## config.mk

```make
export PLATFORM = sky130hd
export DESIGN_NAME = uart_rx_fifo
export DESIGN_NICKNAME = d
export VERILOG_FILES = /design/src/rtl/cpuex_uart_pkg.sv /design/src/rtl/uart_rx_fifo_mem.sv /design/src/rtl/uart_rx_fifo.sv
export SDC_FILE = /design/constraint.sdc
export NUM_CORES = 1
export LEC_CHECK = 0
export ABC_AREA = 1
export CAP_MARGIN = 20
export CORE_MARGIN = 5
export CORE_UTILIZATION = 57
export CTS_BUF_LIST = sky130_fd_sc_hd__clkbuf_8
export CTS_CLUSTER_DIAMETER = 40
export DETAILED_ROUTE_END_ITERATION = 6
export HOLD_SLACK_MARGIN = 0.08
export PLACE_DENSITY = 0.85
export SKIP_CTS_REPAIR_TIMING = 1
export SYNTH_ARGS = -nofsm -noshare
export SYNTH_HDL_FRONTEND = slang
export SYNTH_SLANG_ARGS = --single-unit
export TNS_END_PERCENT = 30
```

## constraint.sdc

```tcl
create_clock -name clk -period 4.9 [get_ports clk]
set_clock_uncertainty 0.1 [all_clocks]
set_input_delay 0.49 -clock clk [delete_from_list [all_inputs] [get_ports clk]]
set_output_delay 0.49 -clock clk [all_outputs]
set_load 0.01 [all_outputs]
```

## src/rtl/cpuex_uart_pkg.sv

```systemverilog
// Shared constants and helpers for the UART receive path.
// Holds byte width, default RX FIFO depth, statistics counter width and a saturating increment.
package cpuex_uart_pkg;

  localparam int unsigned BYTE_W                 = 8;
  localparam int unsigned RX_FIFO_DEPTH_LOG2_DEF = 4;
  localparam int unsigned STAT_W                 = 16;

  function automatic logic [STAT_W-1:0] sat_inc(input logic [STAT_W-1:0] v);
    return (&v) ? v : v + STAT_W'(1);
  endfunction

endpackage

```

## src/rtl/uart_rx_fifo_mem.sv

```systemverilog
// Storage array for uart_rx_fifo: synchronous write, asynchronous read.
// The array has no reset; the pointers in the parent decide which entries are meaningful.
module uart_rx_fifo_mem #(
  parameter int unsigned AddrW = 4,
  parameter int unsigned DataW = 8
) (
  input  logic             clk,
  input  logic             we_i,
  input  logic [AddrW-1:0] waddr_i,
  input  logic [DataW-1:0] wdata_i,
  input  logic [AddrW-1:0] raddr_i,
  output logic [DataW-1:0] rdata_o
);

  localparam int unsigned Depth = 1 << AddrW;

  logic [DataW-1:0] mem_q [Depth];

  always_ff @(posedge clk) begin
    if (we_i) begin
      mem_q[waddr_i] <= wdata_i;
    end
  end

  assign rdata_o = mem_q[raddr_i];

endmodule

```

## src/rtl/uart_rx_fifo.sv

```systemverilog
// Receive byte FIFO between uart_rx and the core: edge-detected capture, FWFT valid/pop output.
// Define UART_RX_FIFO_STATS_EN to add the ferr_count and drop_count statistics ports.
module uart_rx_fifo
  import cpuex_uart_pkg::*;
#(
  parameter int unsigned DEPTH_LOG2 = RX_FIFO_DEPTH_LOG2_DEF,
  parameter int unsigned DROP_FERR  = 1
) (
  input  logic                  clk,
  input  logic                  rst,
  input  logic [BYTE_W-1:0]     rx_data,
  input  logic                  rx_ready,
  input  logic                  rx_ferr,
  input  logic                  clear,
  output logic [BYTE_W-1:0]     out_data,
  output logic                  out_valid,
  input  logic                  out_pop,
  output logic [DEPTH_LOG2:0]   count,
  output logic                  overflow
`ifdef UART_RX_FIFO_STATS_EN
  ,
  output logic [STAT_W-1:0]     ferr_count,
  output logic [STAT_W-1:0]     drop_count
`endif
);

  localparam int unsigned PtrW = DEPTH_LOG2 + 1;

  if (DEPTH_LOG2 < 1 || DEPTH_LOG2 > 10) begin : gen_bad_depth
    $error("uart_rx_fifo: DEPTH_LOG2 must be in 1..10");
  end

  logic [PtrW-1:0]   wr_ptr_q, wr_ptr_d;
  logic [PtrW-1:0]   rd_ptr_q, rd_ptr_d;
  logic              rx_ready_q;
  logic              overflow_q, overflow_d;
  logic              rise, push_req, pop, empty, full, wr_en, drop;
  logic [BYTE_W-1:0] rd_data;

  assign rise     = rx_ready & ~rx_ready_q;
  assign push_req = rise & ~((DROP_FERR != 0) & rx_ferr);

  assign empty = (wr_ptr_q == rd_ptr_q);
  assign full  = (wr_ptr_q[PtrW-1] != rd_ptr_q[PtrW-1]) &&
                 (wr_ptr_q[PtrW-2:0] == rd_ptr_q[PtrW-2:0]);
  assign pop   = out_pop & ~empty;

  // When full, a same-cycle pop frees the slot being written, so the push is still accepted.
  assign wr_en = push_req & (~full | pop) & ~clear;
  assign drop  = push_req & full & ~pop & ~clear;

  always_comb begin
    wr_ptr_d   = wr_ptr_q;
    rd_ptr_d   = rd_ptr_q;
    overflow_d = overflow_q;
    if (clear) begin
      wr_ptr_d   = '0;
      rd_ptr_d   = '0;
      overflow_d = 1'b0;
    end else begin
      if (wr_en) begin
        wr_ptr_d = wr_ptr_q + PtrW'(1);
      end
      if (pop) begin
        rd_ptr_d = rd_ptr_q + PtrW'(1);
      end
      if (drop) begin
        overflow_d = 1'b1;
      end
    end
  end

  always_ff @(posedge clk or posedge rst) begin
    if (rst) begin
      wr_ptr_q   <= '0;
      rd_ptr_q   <= '0;
      rx_ready_q <= 1'b0;
      overflow_q <= 1'b0;
    end else begin
      wr_ptr_q   <= wr_ptr_d;
      rd_ptr_q   <= rd_ptr_d;
      rx_ready_q <= rx_ready;
      overflow_q <= overflow_d;
    end
  end

  uart_rx_fifo_mem #(
    .AddrW (DEPTH_LOG2),
    .DataW (BYTE_W)
  ) u_mem (
    .clk     (clk),
    .we_i    (wr_en),
    .waddr_i (wr_ptr_q[PtrW-2:0]),
    .wdata_i (rx_data),
    .raddr_i (rd_ptr_q[PtrW-2:0]),
    .rdata_o (rd_data)
  );

  assign out_valid = ~empty;
  assign out_data  = empty ? '0 : rd_data;
  assign count     = wr_ptr_q - rd_ptr_q;
  assign overflow  = overflow_q;

`ifdef UART_RX_FIFO_STATS_EN
  logic [STAT_W-1:0] ferr_cnt_q, ferr_cnt_d;
  logic [STAT_W-1:0] drop_cnt_q, drop_cnt_d;

  // Framing errors are counted on every rising edge, independent of whether the byte is kept.
  always_comb begin
    ferr_cnt_d = ferr_cnt_q;
    drop_cnt_d = drop_cnt_q;
    if (clear) begin
      ferr_cnt_d = '0;
      drop_cnt_d = '0;
    end else begin
      if (rise & rx_ferr) begin
        ferr_cnt_d = sat_inc(ferr_cnt_q);
      end
      if (drop) begin
        drop_cnt_d = sat_inc(drop_cnt_q);
      end
    end
  end

  always_ff @(posedge clk or posedge rst) begin
    if (rst) begin
      ferr_cnt_q <= '0;
      drop_cnt_q <= '0;
    end else begin
      ferr_cnt_q <= ferr_cnt_d;
      drop_cnt_q <= drop_cnt_d;
    end
  end

  assign ferr_count = ferr_cnt_q;
  assign drop_count = drop_cnt_q;
`endif

endmodule

```

After elaboration in Yosys (flattened, before gate mapping)
Memories as Yosys holds them, arrays and structs flattened.
Cells that the tools add are included.
{"block": "op_classes", "n_reduce_logical": 4, "add_sub_neg": 3, "n_eq_ne": 3, "n_mux": 9, "bitwise": 15}
{"operator": "$mux 5", "n": 4}
{"operator": "$add 5x1->5 const B", "n": 2}
{"operator": "$and 1x1->1", "n": 8}
{"operator": "$mux 8", "n": 1}
{"operator": "$not 1->1", "n": 6}
{"operator": "$reduce_bool 2->1", "n": 3}
{"operator": "$eq 5x5->1", "n": 1}
{"operator": "$sub 5x5->5", "n": 1}
{"operator": "$eq 4x4->1", "n": 1}
{"operator": "$mux 1", "n": 4}
{"operator": "$logic_and 1x1->1", "n": 1}
{"operator": "$ne 1x1->1", "n": 1}
{"operator": "$or 1x1->1", "n": 1}
{"block": "totals", "wordCells": 39, "out_inout_bits": 15, "in_bits": 14, "mem_bits_rw": 128, "register_bits": 12, "mem_count": 1}
{"name": "u_mem.mem_q", "words": 16, "width": 8, "read_ports": 1, "rd_clocked_by_memory_dff": 0, "write_ports": 1, "line_no": "uart_rx_fifo_mem.sv:17", "text": "logic [DataW-1:0] mem_q [Depth];"}

Logic depth before layout (Yosys ltp)
Gate-level depths: netlist (run 1).
{"block": "logic_depth", "word_depth": 8, "ltp_mapped": 11, "mapped_depth_nobuf": 9}

Hierarchy
A second synthesis (run 1) with hierarchy kept.
{"block": "unflattened", "hier_cells": 667, "hier_area_um2": 6556.3}
{"mod": "uart_rx_fifo_mem", "seq_area_each_um2": 3843.7, "n_inst": 1, "cells_each": 543, "area_per_inst_um2": 5606.6}
{"mod": "uart_rx_fifo", "seq_area_each_um2": 300.3, "n_inst": 1, "cells_each": 124, "area_per_inst_um2": 949.7}

Worst setup path after synthesis (run 1)
No wires, ideal clock.
{"block": "synth_timing", "path_kind": "register -> register", "start": "reg rd_ptr_q[1]", "end": "mem u_mem.mem_q[15][0], enable pin", "path_slack_ps": 2391, "arrival_time_ps": 2025, "setup_ps": 383, "period_less_slack_ps": 2509, "path_stages_with_launch": 10, "path_buffers": 2, "required_ps": 4417, "cell_sequence": "dfrtp_1 > buf_2 > inv_2 > buf_2 > ha_1 > nand4_1 > inv_1 > nand3_1 > nand2_2 > nor3_1"}
{"block": "synth_between", "elab_chain_len": 8, "elab_cells_between_ends": 11, "classes_between": "2 x eq/ne; 2 x mux; 6 x bitwise; 1 x reduce/logical"}
{"element": "start: declaration", "line_no": "uart_rx_fifo.sv:34", "text": "logic [PtrW-1:0] rd_ptr_q, rd_ptr_d;"}
{"element": "start signal: assignment", "line_no": "uart_rx_fifo.sv:81", "text": "rd_ptr_q <= rd_ptr_d;"}
{"element": "$eq 5x5->1 or $eq 4x4->1 (tied branches)", "line_no": "uart_rx_fifo.sv:43, uart_rx_fifo.sv:45"}
{"element": "$not 1->1 or $logic_and 1x1->1 (tied branches)", "line_no": "uart_rx_fifo.sv:46, uart_rx_fifo.sv:44"}
{"element": "$and 1x1->1 or $not 1->1 (tied branches)", "line_no": "uart_rx_fifo.sv:46, uart_rx_fifo.sv:49"}
{"element": "$or 1x1->1 *", "line_no": "uart_rx_fifo.sv:49", "text": "assign wr_en = push_req & (~full | pop) & ~clear;"}
{"element": "$and 1x1->1 * (2 in series)", "line_no": "uart_rx_fifo.sv:49"}
{"element": "$mux 1 *", "line_no": "uart_rx_fifo_mem.sv:20", "text": "if (we_i) begin"}
{"element": "$mux 1 (not written as such) *", "line_no": "uart_rx_fifo_mem.sv:21", "text": "mem_q[waddr_i] <= wdata_i;"}
{"element": "end: declaration", "line_no": "uart_rx_fifo_mem.sv:17"}
Every way passes the cells marked *; elsewhere a longest branch is shown, timed or not.

Worst setup path after layout (run 1)
{"block": "layout_timing", "start": "reg rd_ptr_q[0]", "end": "out out_data[2]"}
{"block": "layout_between", "elab_chain_len": 2, "elab_cells_between_ends": 3, "classes_between": "1 x eq/ne; 1 x mux; 1 x memory"}
{"element": "$mem_v2 16x8 or $eq 5x5->1 (tied branches)"}
{"element": "$mux 8 *", "line_no": "uart_rx_fifo.sv:100", "text": "assign out_data = empty ? '0 : rd_data;"}
{"element": "end: declaration", "line_no": "uart_rx_fifo.sv:15", "text": "output logic [BYTE_W-1:0] out_data,"}
Marked as above.

==> results of run 1 <==
[synthesized netlist by cell type (9+ instances only)]
library cell,n
nand3_1,78
edfxtp_1,128
inv_2,31
inv_1,74
dfrtp_1,12
nand2_1,234
a21oi_1,11
xor2_1,9
buf_2,13
nor2_1,19
ha_1,9
[placed cells by master, fill, tap and decap left out, types with 9 or more instances in the layout]
master / netlist / final
dfrtp_1: 12 / 11
inv_2: 31 / 31
ha_1: 9 / 9
inv_1: 74 / 74
edfxtp_1: 128 / 128
nor2_1: 19 / 19
clkdlybuf4s50_1: 0 / 28
nand3_1: 78 / 78
nand2_1: 234 / 234
xor2_1: 9 / 9
a21oi_1: 11 / 11
clkbuf_8: 0 / 17
[cells by family after synthesis]
logic type,after synthesis
flip-flops,140
AND/OR/NAND/NOR,345
adder cells (fa/ha/maj),10
buffers and inverters,131
AO/OA/AOI/OAI,17
XOR/XNOR,11
[worst max-delay path by stage]
stage	startpoint	endpoint	slack, ns	cells after the start
6_report	rd_ptr_q[0]	out_data[2]	1.35	8
5_1_grt	rd_ptr_q[0]	out_data[2]	1.15	8
4_1_cts	rd_ptr_q[0]	out_data[2]	1.32	8
3_5_place_dp	rd_ptr_q[0]	out_data[2]	1.80	8
3_3_place_gp	rd_ptr_q[0]	out_data[2]	1.92	8
2_1_floorplan	rd_ptr_q[1]	u_mem.mem_q[15][0]	2.39	9
[worst max-delay path, cell delays in order, from the launching register on]
cell             delay (ns)
dfrtp_2                0.37
buf_4                  0.55
ha_1                   0.36
nand4_1                0.08
inv_1                  0.07
nand2_1                0.15
inv_1                  0.15
a21oi_1                0.20
clkdlybuf4s50_1        0.57
[sequential cells by signal (all words and copies together) (netlist names)]
name and flops:
overflow 1, rd_ptr_q 5, rx_ready_q 1, u_mem.mem_q 128
wr_ptr_q 5
[metal layers]
| metal | share of wire [%] | track usage, % |
|---|---|---|
| met1 | 39 | 32.1 |
| met2 | 50 | 38.9 |
| met3 | 9.3 | 4.82 |
| met4 | 1.9 | 9.28 |
| met5 | 0 | 0 |
[layout make-up]
type	count	area [sq um]
inverters	106	399
clock inverters	15	243
clock buffers	17	234
well taps	140	175
repair buffers	33	330
flip-flops and latches	140	4150
fillers	780	3660
multi-input cells	383	1750
[power groups by stage]
stage                     combinational, mW  sequential [mW]  clock, mW
final                                  1.05             1.33       1.11
after detailed placement               1.03             1.35          0
after CTS                              1.04             1.33       1.11
after global placement                 1.00             1.35          0
after global routing                   1.16             1.33       1.17
after floorplan                       0.643             1.35          0
==> impl_metrics.yaml, run 1 <==
status:
  status: "complete, no violations"
timing:
  max_slew.worst_pin.slew_ns: 0.897
  slew_violations: 0
  setup_slack_ns: 1.35
  setup_tns_ns: 0
  setup_viol: 0
  max_freq_mhz: 282
  fin_crit_ns: 3.55
  hold_violations: 0
  rsz0062_at_grt: "no"
  maxSlewHeadroom_pct: 40.0
  fin_crit_sh_pct: 72.4
  hold_ws_ns: 0.260
hold_path:
  hp-class: "in -> async"
yosys:
  synth_fa_ha_area_share_pct: 2.06
  synth_xor_area_share_pct: 1.50
  syn_area_per_cell_sq_um: 9.85
  synth_top_area_share_pct: 59.7
  syn-instance-count: 654
  synth-simple-area-share_pct: 22.3
  synth.area.mux_share_pct: 0
  synth_top_area_cell: "edfxtp_1"
  synth_top_family_by_area: "simple AND/OR/NAND/NOR gates"
  ys_types: 27
  syn_area_sq_mm: 0.00644
  yosys_warnings: 0
  syn_nets: 678
  synthFlopType: "edfxtp_1"
  synth_edf_count: 128
  ys_seq_elements: 140
  async_flop_share_pct: 8.57
  ys_seq_area_share_pct: 64.3
  ys_top_cells_by_area: "edfxtp_1 (60%), nand2_1 (14%), nand3_1 (6.1%), dfrtp_1 (4.7%), inv_1 (4.3%)"
  synth-compound-area-share_pct: 1.32
floorplanning:
  coreArea_sq_mm: 0.0109
  die_h_um: 116
  dieArea_sq_mm: 0.0135
  rows: 38
  die_x_um: 116
  io_pins: 29
  initial_core_util_pct: 58.9
worst_setup_path:
  required_ns: 4.31
  critPathLaunchType: "flop"
  worst_ep_arrival_time_ns: 2.96
  critPathKind: "reg -> out"
  cp-end-kind: "output port"
  rrSetupSlack_ns: 1.80
  critPathMaxFanout: 67
  reg2reg_to: "u_mem.mem_q[4][2]"
  reg2reg_from: "rd_ptr_q[0]"
  reg2reg_depth: 9
grt:
  grt_usage_pct: 24.0
  grt_antenna_before_repair: 0
  grt_max_degree: 68
  grt_pass1_wl_mm: 23.9
  overflow: 0
  grt_pass1_vias: 4456
placed_design:
  pre_cts_ws_ns: 1.80
  portBuffers: 28
  placed_area_sq_mm: 0.00680
  placed_cells: 802
  dp_hpwl_mm: 9.45
  gp_congestion: 0.873
cells_and_area:
  layout.cells.non_filler: 834
  fin_util_pct: 66.6
  layout.nets: 705
  antenna_cells: 0
  area_growth_pct: 13.0
  design_area_sq_mm: 0.00728
  drive_gt1_share_pct: 11.2
cts:
  clk_latency_ns: 0.44
  numCtsBuffers: 17
  clock_path_buffers: 2
  clock_sinks: 140
  clk_pin_slew_ns: 0.08
  root_buffer: "clkbuf_8"
  h-tree-depth: 4
  cts_tree: "done"
detailed_routing:
  vias: 4620
  drt_wl_total_mm: 14.9
  drtAntennaViolNets: 0
  first_pass_iters: 5
  via_per_inst: 5.54
  drc: 0
  wire_per_inst_um: 17.9
  drtIter0Drc: 587
pwr:
  sw_frac_of_total_pct: 32.6
  clkPwrFrac_pct: 31.7
  total_power_mw: 3.48
  peakVddDrop_uv: 277
  p_leak_nw: 3.12
  p_int_mw: 2.35
  seq_power_share_pct: 38.1
  combPwrFrac_pct: 30.1
  switchingPower_mw: 1.14
  power_density_mw_per_mm2: 479
run:
  max-cap-violations: 0
(Power assumes the default switching activity.)
==> run 2: changes to the inputs <==
==> constraint.sdc (replaced) <==
create_clock -name clk -period 3.4 [get_ports clk]
set_clock_uncertainty 0.1 [all_clocks]
set_input_delay 0.34 -clock clk [delete_from_list [all_inputs] [get_ports clk]]
set_output_delay 0.34 -clock clk [all_outputs]
set_load 0.01 [all_outputs]
==> impl_metrics.yaml, run 2 (synthesized netlist as in run 1, its figures left out) <==
cells_and_area:
  regMostFlops: "u_mem.mem_q"
  layout.cells.non_filler: 849
  antenna_cells: 0
  final_cell_mix: "nand2_1 (234), edfxtp_1 (128), nand3_1 (78)"
  drive_gt1_share_pct: 12.8
  fin_util_pct: 66.7
  area_growth_pct: 13.3
  layout.nets: 720
  largest_reg_flops: 128
  nFillCells: 814
  design_area_sq_mm: 0.00730
  top_regs: "u_mem.mem_q (128), rd_ptr_q (5), wr_ptr_q (5)"
  final_common_cell: "nand2_1"
detailed_routing:
  drc: 0
  wire_per_inst_um: 17.5
  first_pass_iters: 6
  vias: 4648
  drtIter0Drc: 630
  via_per_inst: 5.47
  drtAntennaViolNets: 0
  drt_wl_total_mm: 14.8
worst_setup_path:
  critPathMaxFanout: 11
  critPathKind: "reg -> out"
  critPathLaunchType: "flop"
  reg2reg_from: "rd_ptr_q[3]"
  rrSetupSlack_ns: 0.60
  startpoint: "rd_ptr_q[3]"
  cp-end-kind: "output port"
  worst_ep_arrival_time_ns: 2.78
  required_ns: 2.96
floorplanning:
  io_pins: 29
  rows: 38
  coreArea_sq_mm: 0.0109
  die_x_um: 116
  die_h_um: 116
  initial_core_util_pct: 58.9
  dieArea_sq_mm: 0.0135
timing:
  max_slew.worst_pin.slew_ns: 0.826
  hold_violations: 0
  maxSlewHeadroom_pct: 44.7
  fin_crit_ns: 3.22
  rsz0062_at_grt: "no"
  setup_tns_ns: 0
  setup_viol: 0
  max_freq_mhz: 310
  slew_violations: 0
  fin_crit_sh_pct: 94.7
pwr:
  total_power_mw: 4.73
  p_leak_nw: 3.16
  peakVddDrop_uv: 317
  power_density_mw_per_mm2: 649
grt:
  grt_usage_pct: 23.4
  grt_antenna_before_repair: 0
  grt_max_degree: 41
  grt_pass1_wl_mm: 23.6
  overflow: 0
  grt_pass1_vias: 4592
cts:
  clock_sinks: 140
  clk_pin_slew_ns: 0.09
  clock_path_buffers: 2
  cts_tree: "done"
  h-tree-depth: 4
  root_buffer: "clkbuf_8"
  numCtsBuffers: 17
  clk_latency_ns: 0.43
placed_design:
  portBuffers: 28
  dp_hpwl_mm: 9.61
  gp_congestion: 0.986
  placed_area_sq_mm: 0.00690
  placed_cells: 817
status:
  status: "complete, no violations"
hold_path:
  hp-class: "in -> async"
run:
  max-cap-violations: 0
-- run 2: cell count changes in the layout (fill, tap and decap cells not counted) --
cell        before  now
buf_12           1    0
buf_4            4   20
bufinv_16        6    2
clkinv_1         0    2
clkinv_2         4    1
clkinv_4         0    4
clkinvlp_4       4    2
inv_6            2    5
-- run 2: power by group --
group	switching (mW)	total [mW]	internal (mW)
Clock	0.660	1.32	0.662
Combinational	0.921	1.47	0.551
Sequential	0.0453	1.94	1.89
Total	1.63	4.73	3.11
-- run 2: final timing paths --
path                       cells past startpoint                end
max                                            8        out_data[0]
min reg2reg                                    2           overflow
min in group clk                               1         rx_ready_q
min                                            2         rx_ready_q
max in group asynchronous                      2        rd_ptr_q[0]
max reg2reg                                    9  u_mem.mem_q[2][6]
-- run 2: stage by stage --
stage / hold WS [ns] / setup slack [ns]
6_report: 0.125 / 0.179
5_1_grt: 0.153 / 0.0554
4_1_cts: 0.125 / 0.232
3_5_place_dp: 0.431 / 0.647
3_3_place_gp: 0.410 / 0.788
2_1_floorplan: 0.105 / 0.891
-- run 2: final cells by class --
class                   count  area (sq um)  area share (%)
multi-input cells         383          1750            24.0
clock buffers              17           234            3.21
well taps                 140           175            2.40
flip-flops and latches    140          4150            56.8
clock inverters            15           161            2.21
repair buffers             48           430            5.90
inverters                 106           399            5.47
-- run 2: layer usage --
layer	track usage, %	routed length [um]	up-vias
li1	-	-	2177
met1	30.8	5730	2174
met2	38.3	7250	260
met3	5.13	1410	37
met4	9.13	440	0
met5	0	0	-
-- run 2: worst max-delay path: stages, from the launching register on --
cell and delay (ns):
dfrtp_1 0.41, inv_1 0.30, ha_1 0.36, nand4_1 0.12, inv_1 0.07, nand2_1 0.16
inv_1 0.17, a21oi_1 0.19, clkdlybuf4s50_1 0.57
==> run 3: changes to the inputs <==
--- a/config.mk
+++ b/config.mk
@@ -17,5 +17,6 @@
 export SKIP_CTS_REPAIR_TIMING = 1
 export SYNTH_ARGS = -nofsm -noshare
 export SYNTH_HDL_FRONTEND = slang
+export SYNTH_HIERARCHICAL = 1
 export SYNTH_SLANG_ARGS = --single-unit
 export TNS_END_PERCENT = 30
==> impl_metrics.yaml, run 3 <==
status:
  status: "complete, no violations"
yosys:
  async_flop_share_pct: 8.57
  synth_top_area_share_pct: 58.6
  yosys-top-cells-count: "nand2_1 (195), edfxtp_1 (128), inv_1 (123)"
  syn_nets: 688
  ys_seq_area_share_pct: 63.2
  synthFlopType: "edfxtp_1"
  syn_area_per_cell_sq_um: 9.83
  ys_seq_elements: 140
  syn-instance-count: 667
  ys_top_cells_by_area: "edfxtp_1 (59%), nand2_1 (11%), nand3_1 (8.6%), inv_1 (7.0%), dfrtp_1 (4.6%)"
  yosysMostFrequentCell: "nand2_1"
  ys_types: 22
  synth_top_area_cell: "edfxtp_1"
  synth_edf_count: 128
  yosys_warnings: 6
  syn_area_sq_mm: 0.00656
grt:
  grt_max_degree: 65
  grt_antenna_before_repair: 1
  grt_pass1_wl_mm: 23.3
  grt_pass1_vias: 4499
  grt_usage_pct: 23.0
  overflow: 0
detailed_routing:
  vias: 4698
  drtAntennaViolNets: 0
  first_pass_iters: 5
  via_per_inst: 5.44
  drtIter0Drc: 532
  drc: 0
  wire_per_inst_um: 17.0
  drt_wl_total_mm: 14.7
timing:
  setup_viol: 0
  fin_crit_sh_pct: 92.0
  slew_violations: 0
  max_slew.worst_pin.slew_ns: 0.807
  rsz0062_at_grt: "no"
  setup_tns_ns: 0
  max_freq_mhz: 320
  maxSlewHeadroom_pct: 46.0
  hold_ws_ns: 0.104
  fin_crit_ns: 3.13
  hold_violations: 0
placed_design:
  placed_area_sq_mm: 0.00700
  portBuffers: 28
  gp_congestion: 0.853
  dp_hpwl_mm: 9.54
floorplanning:
  coreArea_sq_mm: 0.0114
  initial_core_util_pct: 57.7
  rows: 39
  dieArea_sq_mm: 0.0137
  die_x_um: 117
  die_h_um: 117
  io_pins: 29
cells_and_area:
  final_common_cell: "nand2_1"
  final_cell_mix: "nand2_1 (195), edfxtp_1 (128), inv_1 (123)"
  design_area_sq_mm: 0.00744
  area_growth_pct: 13.4
  multiInputGateArea_sq_mm: 0.00176
  regMostFlops: "u_mem/mem_q"
  top_regs: "u_mem/mem_q (128), rd_ptr_q (5), wr_ptr_q (5)"
  antenna_cells: 0
  nFillCells: 877
  drive_gt1_share_pct: 8.88
  largest_reg_flops: 128
  layout.nets: 729
  seqCellArea_sq_mm: 0.00415
cts:
  clock_sinks: 140
  h-tree-depth: 4
  clk_pin_slew_ns: 0.08
  root_buffer: "clkbuf_8"
  clk_latency_ns: 0.45
  clock_path_buffers: 2
  cts_tree: "done"
  numCtsBuffers: 17
worst_setup_path:
  required_ns: 2.96
  critPathLaunchType: "flop"
  critPathMaxFanout: 46
  worst_ep_arrival_time_ns: 2.69
  critPathKind: "reg -> out"
  cp-end-kind: "output port"
pwr:
  power_density_mw_per_mm2: 549
  peakVddDrop_uv: 297
  p_leak_nw: 3.26
run:
  max-cap-violations: 0
hold_path:
  hp-class: "in -> async"
-- run 3: changes by cell type after synthesis, moves of 10 or more --
| cell | before | now |
|---|---|---|
| inv_1 | 74 | 123 |
| nand2_1 | 234 | 195 |
| nand3_1 | 78 | 113 |
| inv_2 | 31 | 4 |
| nor2_1 | 19 | 29 |
-- run 3: layer usage --
metal | vias up | global-route usage (%) | wire length, um
li1 | 2226 | - | -
met3 | 46 | 7.25 | 1360
met4 | 2 | 9.56 | 399
met1 | 2186 | 30.2 | 5940
met5 | - | 0 | 12
met2 | 238 | 35.8 | 6950
-- run 3: cell type report --
cell class              instances  area share, %
repair buffers                 47           5.91
clock buffers                  17           3.15
clock inverters                15           2.67
well taps                     143           2.41
multi-input cells             375           23.7
flip-flops and latches        140           55.7
inverters                     127           6.41
-- run 3: kinds of logic after synthesis --
| group | share of synthesized area, % |
|---|---|
| DFF | 63.2 |
| AOI/OAI and AO/OA | 0.229 |
| buffers and inverters | 9.89 |
| and+or+nand+nor | 24.3 |
| adders and majority gates | 1.45 |
| xor gates and xnor gates | 0.935 |
-- run 3: report_power, final --
group	internal (mW)	switching [mW]
Sequential	1.89	0.0119
Clock	0.796	0.648
Combinational	0.275	0.464
Total	2.96	1.12
-- run 3: worst max-delay path, cell delays in order, from the launching register on --
cell             delay, ns
dfrtp_2               0.48
inv_2                 0.28
buf_12                0.27
nand2_1               0.07
nand2_1               0.06
nand2_1               0.06
nand3_1               0.12
nand3_1               0.11
nand2_1               0.09
inv_1                 0.04
nor2_1                0.09
clkdlybuf4s50_1       0.55
-- run 3: path summary, 6_finish.rpt --
| path | cells past startpoint | startpoint | endpoint | slack, ns |
|---|---|---|---|---|
| setup / recovery | 11 | rd_ptr_q[0] | out_data[7] | 0.27 |
| hold / removal | 2 | rst | wr_ptr_q[4] | 0.10 |
| setup reg to reg | 9 | wr_ptr_q[0] | u_mem/mem_q[15][7] | 0.70 |
| hold reg to reg | 2 | overflow | overflow | 0.45 |
| max in group asynchronous | 2 | rst | rd_ptr_q[0] | 2.74 |
| min in group clk | 1 | rx_ready | rx_ready_q | 0.25 |
-- run 3: through the flow --
stage / total power, mW / setup WS, ns / instances / util [%]
after floorplan: 2.42 / 0.999 / 667 / -
after global placement: 2.64 / 0.763 / 832 / 61.6
after detailed placement: 2.67 / 0.664 / 832 / 61.6
after CTS: 4.10 / 0.161 / 864 / 65.4
after global routing: 4.27 / 0.0576 / 864 / 65.4
final: 4.08 / 0.272 / 864 / 65.4
==> edit (settings of run 1) <==
Build with the macro `UART_RX_FIFO_STATS_EN` defined.
--- a/src/rtl/uart_rx_fifo.sv
+++ b/src/rtl/uart_rx_fifo.sv
@@ -2,2 +2,4 @@
 // Define UART_RX_FIFO_STATS_EN to add the ferr_count and drop_count statistics ports.
+`define UART_RX_FIFO_STATS_EN
+
 module uart_rx_fifo
Function (old outputs only; new: drop_count and ferr_count): kept (Yosys induction, for registers that start in step).
==> edit against run 1 <==
  * Setup slack got worse by 390 ps
  * Synthesized cell count rose by 44%
  * Sequential cell count is 32 higher
  * Highest routed layer unchanged
  * Power grew 1.1%
  * Register-to-register slack got worse by 480 ps
  * Final area up 32%
  * Synthesized area increased by 33%
  * Wire length rose by 33%
  * Via count rose by 40%
==> edit: results <==
metrics = {
    "synthesis": {
        "synth_nets": 966,
        "post_synth_mux_area_share_pct": 0,
        "seq_area_frac_synth_pct": 57.8,
        "postSynth.asyncResetShare_pct": 25.6,
        "netlist_instances": 940,
        "ys_types": 32,
        "top_post_synthesis_cells_by_count": "sky130_fd_sc_hd__nand2_1 (334), sky130_fd_sc_hd__edfxtp_1 (128), sky130_fd_sc_hd__inv_1 (116)",
        "post_synth_main_area_contributors": "sky130_fd_sc_hd__edfxtp_1 (45%), sky130_fd_sc_hd__nand2_1 (15%), sky130_fd_sc_hd__dfrtp_1 (13%), sky130_fd_sc_hd__nand3_1 (6.1%), sky130_fd_sc_hd__inv_1 (5.1%)",
        "yosys.area_share.adder_pct": 1.84,
        "synth_xor_area_share_pct": 2.97,
        "synth_compound_area_share_pct": 2.22,
    },
    "global_routing": {
        "grt_pass1_wl_mm": 31.8,
        "grt_start_max_net_pins": 67,
        "gr-usage-all-layers_pct": 22.7,
        "first_global_vias": 6260,
    },
    "final_layout": {
        "registers.top_by_ff_count": "u_mem.mem_q",
        "post_route_cells_drive_above_1_share_pct": 7.94,
        "multi_input_area_um2": 2970,
        "fillers": 1133,
    },
    "critical_path": {
        "worst_ep_arrival_time_ps": 3350,
        "timing.reg2reg.setup_slack_ps": 1320,
        "crit_fanout": 13,
        "timing.critical_path.slowest_stage_cell": "sky130_fd_sc_hd__dfrtp_1",
        "critical-path-max-stage-delay_ps": 670,
        "critical_path.endpoint": "out_data[6]",
        "r2r-end": "u_mem.mem_q[10][3]",
        "crit_path_start": "rd_ptr_q[2]",
    },
    "drt": {
        "routed-via-count": 6489,
        "routed_wirelength_mm": 19.8,
        "viasPerCell": 5.45,
        "drt-pass1-iter-count": 6,
        "detailedRoute.firstIterationViolations": 902,
    },
    "power_and_ir_drop": {
        "power_leakage_nw": 4.11,
        "worst_ir_drop_vdd_mv": 0.233,
    },
    "placement": {
        "place.port_buffers": 60,
        "placement.cell_area_um2": 9250,
        "place_hpwl_mm": 13.1,
        "worst_slack_at_placement_ps": 1380,
        "placed_cells": 1158,
    },
    "sta": {
        "fin_worst_hold_slack_ps": 406,
        "worst_pin_slew_ps": 1090,
        "timing.fmax_mhz": 254,
    },
    "min_path": {
        "min-delay-path-class": "flip-flop to flip-flop",
    },
    "status": {
        "status": "finished clean",
    },
    "clock_network": {
        "ctsHtreeMaxLevel": 4,
    },
}
-- edit: metal layers --
layer	vias to the layer above	GRT usage [%]	wire length (µm)	share of wire, %
met5	-	0	0	0
met1	3029	30.6	8300	42
li1	3100	-	-	-
met4	0	8.60	481	2.4
met3	45	4.29	1370	6.9
met2	315	37.0	9660	49
-- edit: cell type report --
cell class | instances | share of cell area [%]
Inverter | 126 | 4.93
Clock buffer | 17 | 2.44
Tap cell | 184 | 2.40
Sequential cell | 172 | 51.5
Multi-Input combinational cell | 612 | 30.9
Timing Repair Buffer | 65 | 6.65
Clock inverter | 15 | 1.19
-- edit: kinds of logic after synthesis --
logic type / Yosys count
DFF: 172
adders and majority gates: 12
xor gates and xnor gates: 29
AOI/OAI and AO/OA: 37
and+or+nand+nor: 534
buffers and inverters: 156
-- edit: power by group --
part           total (mW)  leakage, nW  switching, mW  internal [mW]
Clock               0.896        0.168          0.539          0.357
Combinational        1.00         2.18          0.624          0.376
Sequential           1.63         1.76         0.0484           1.58
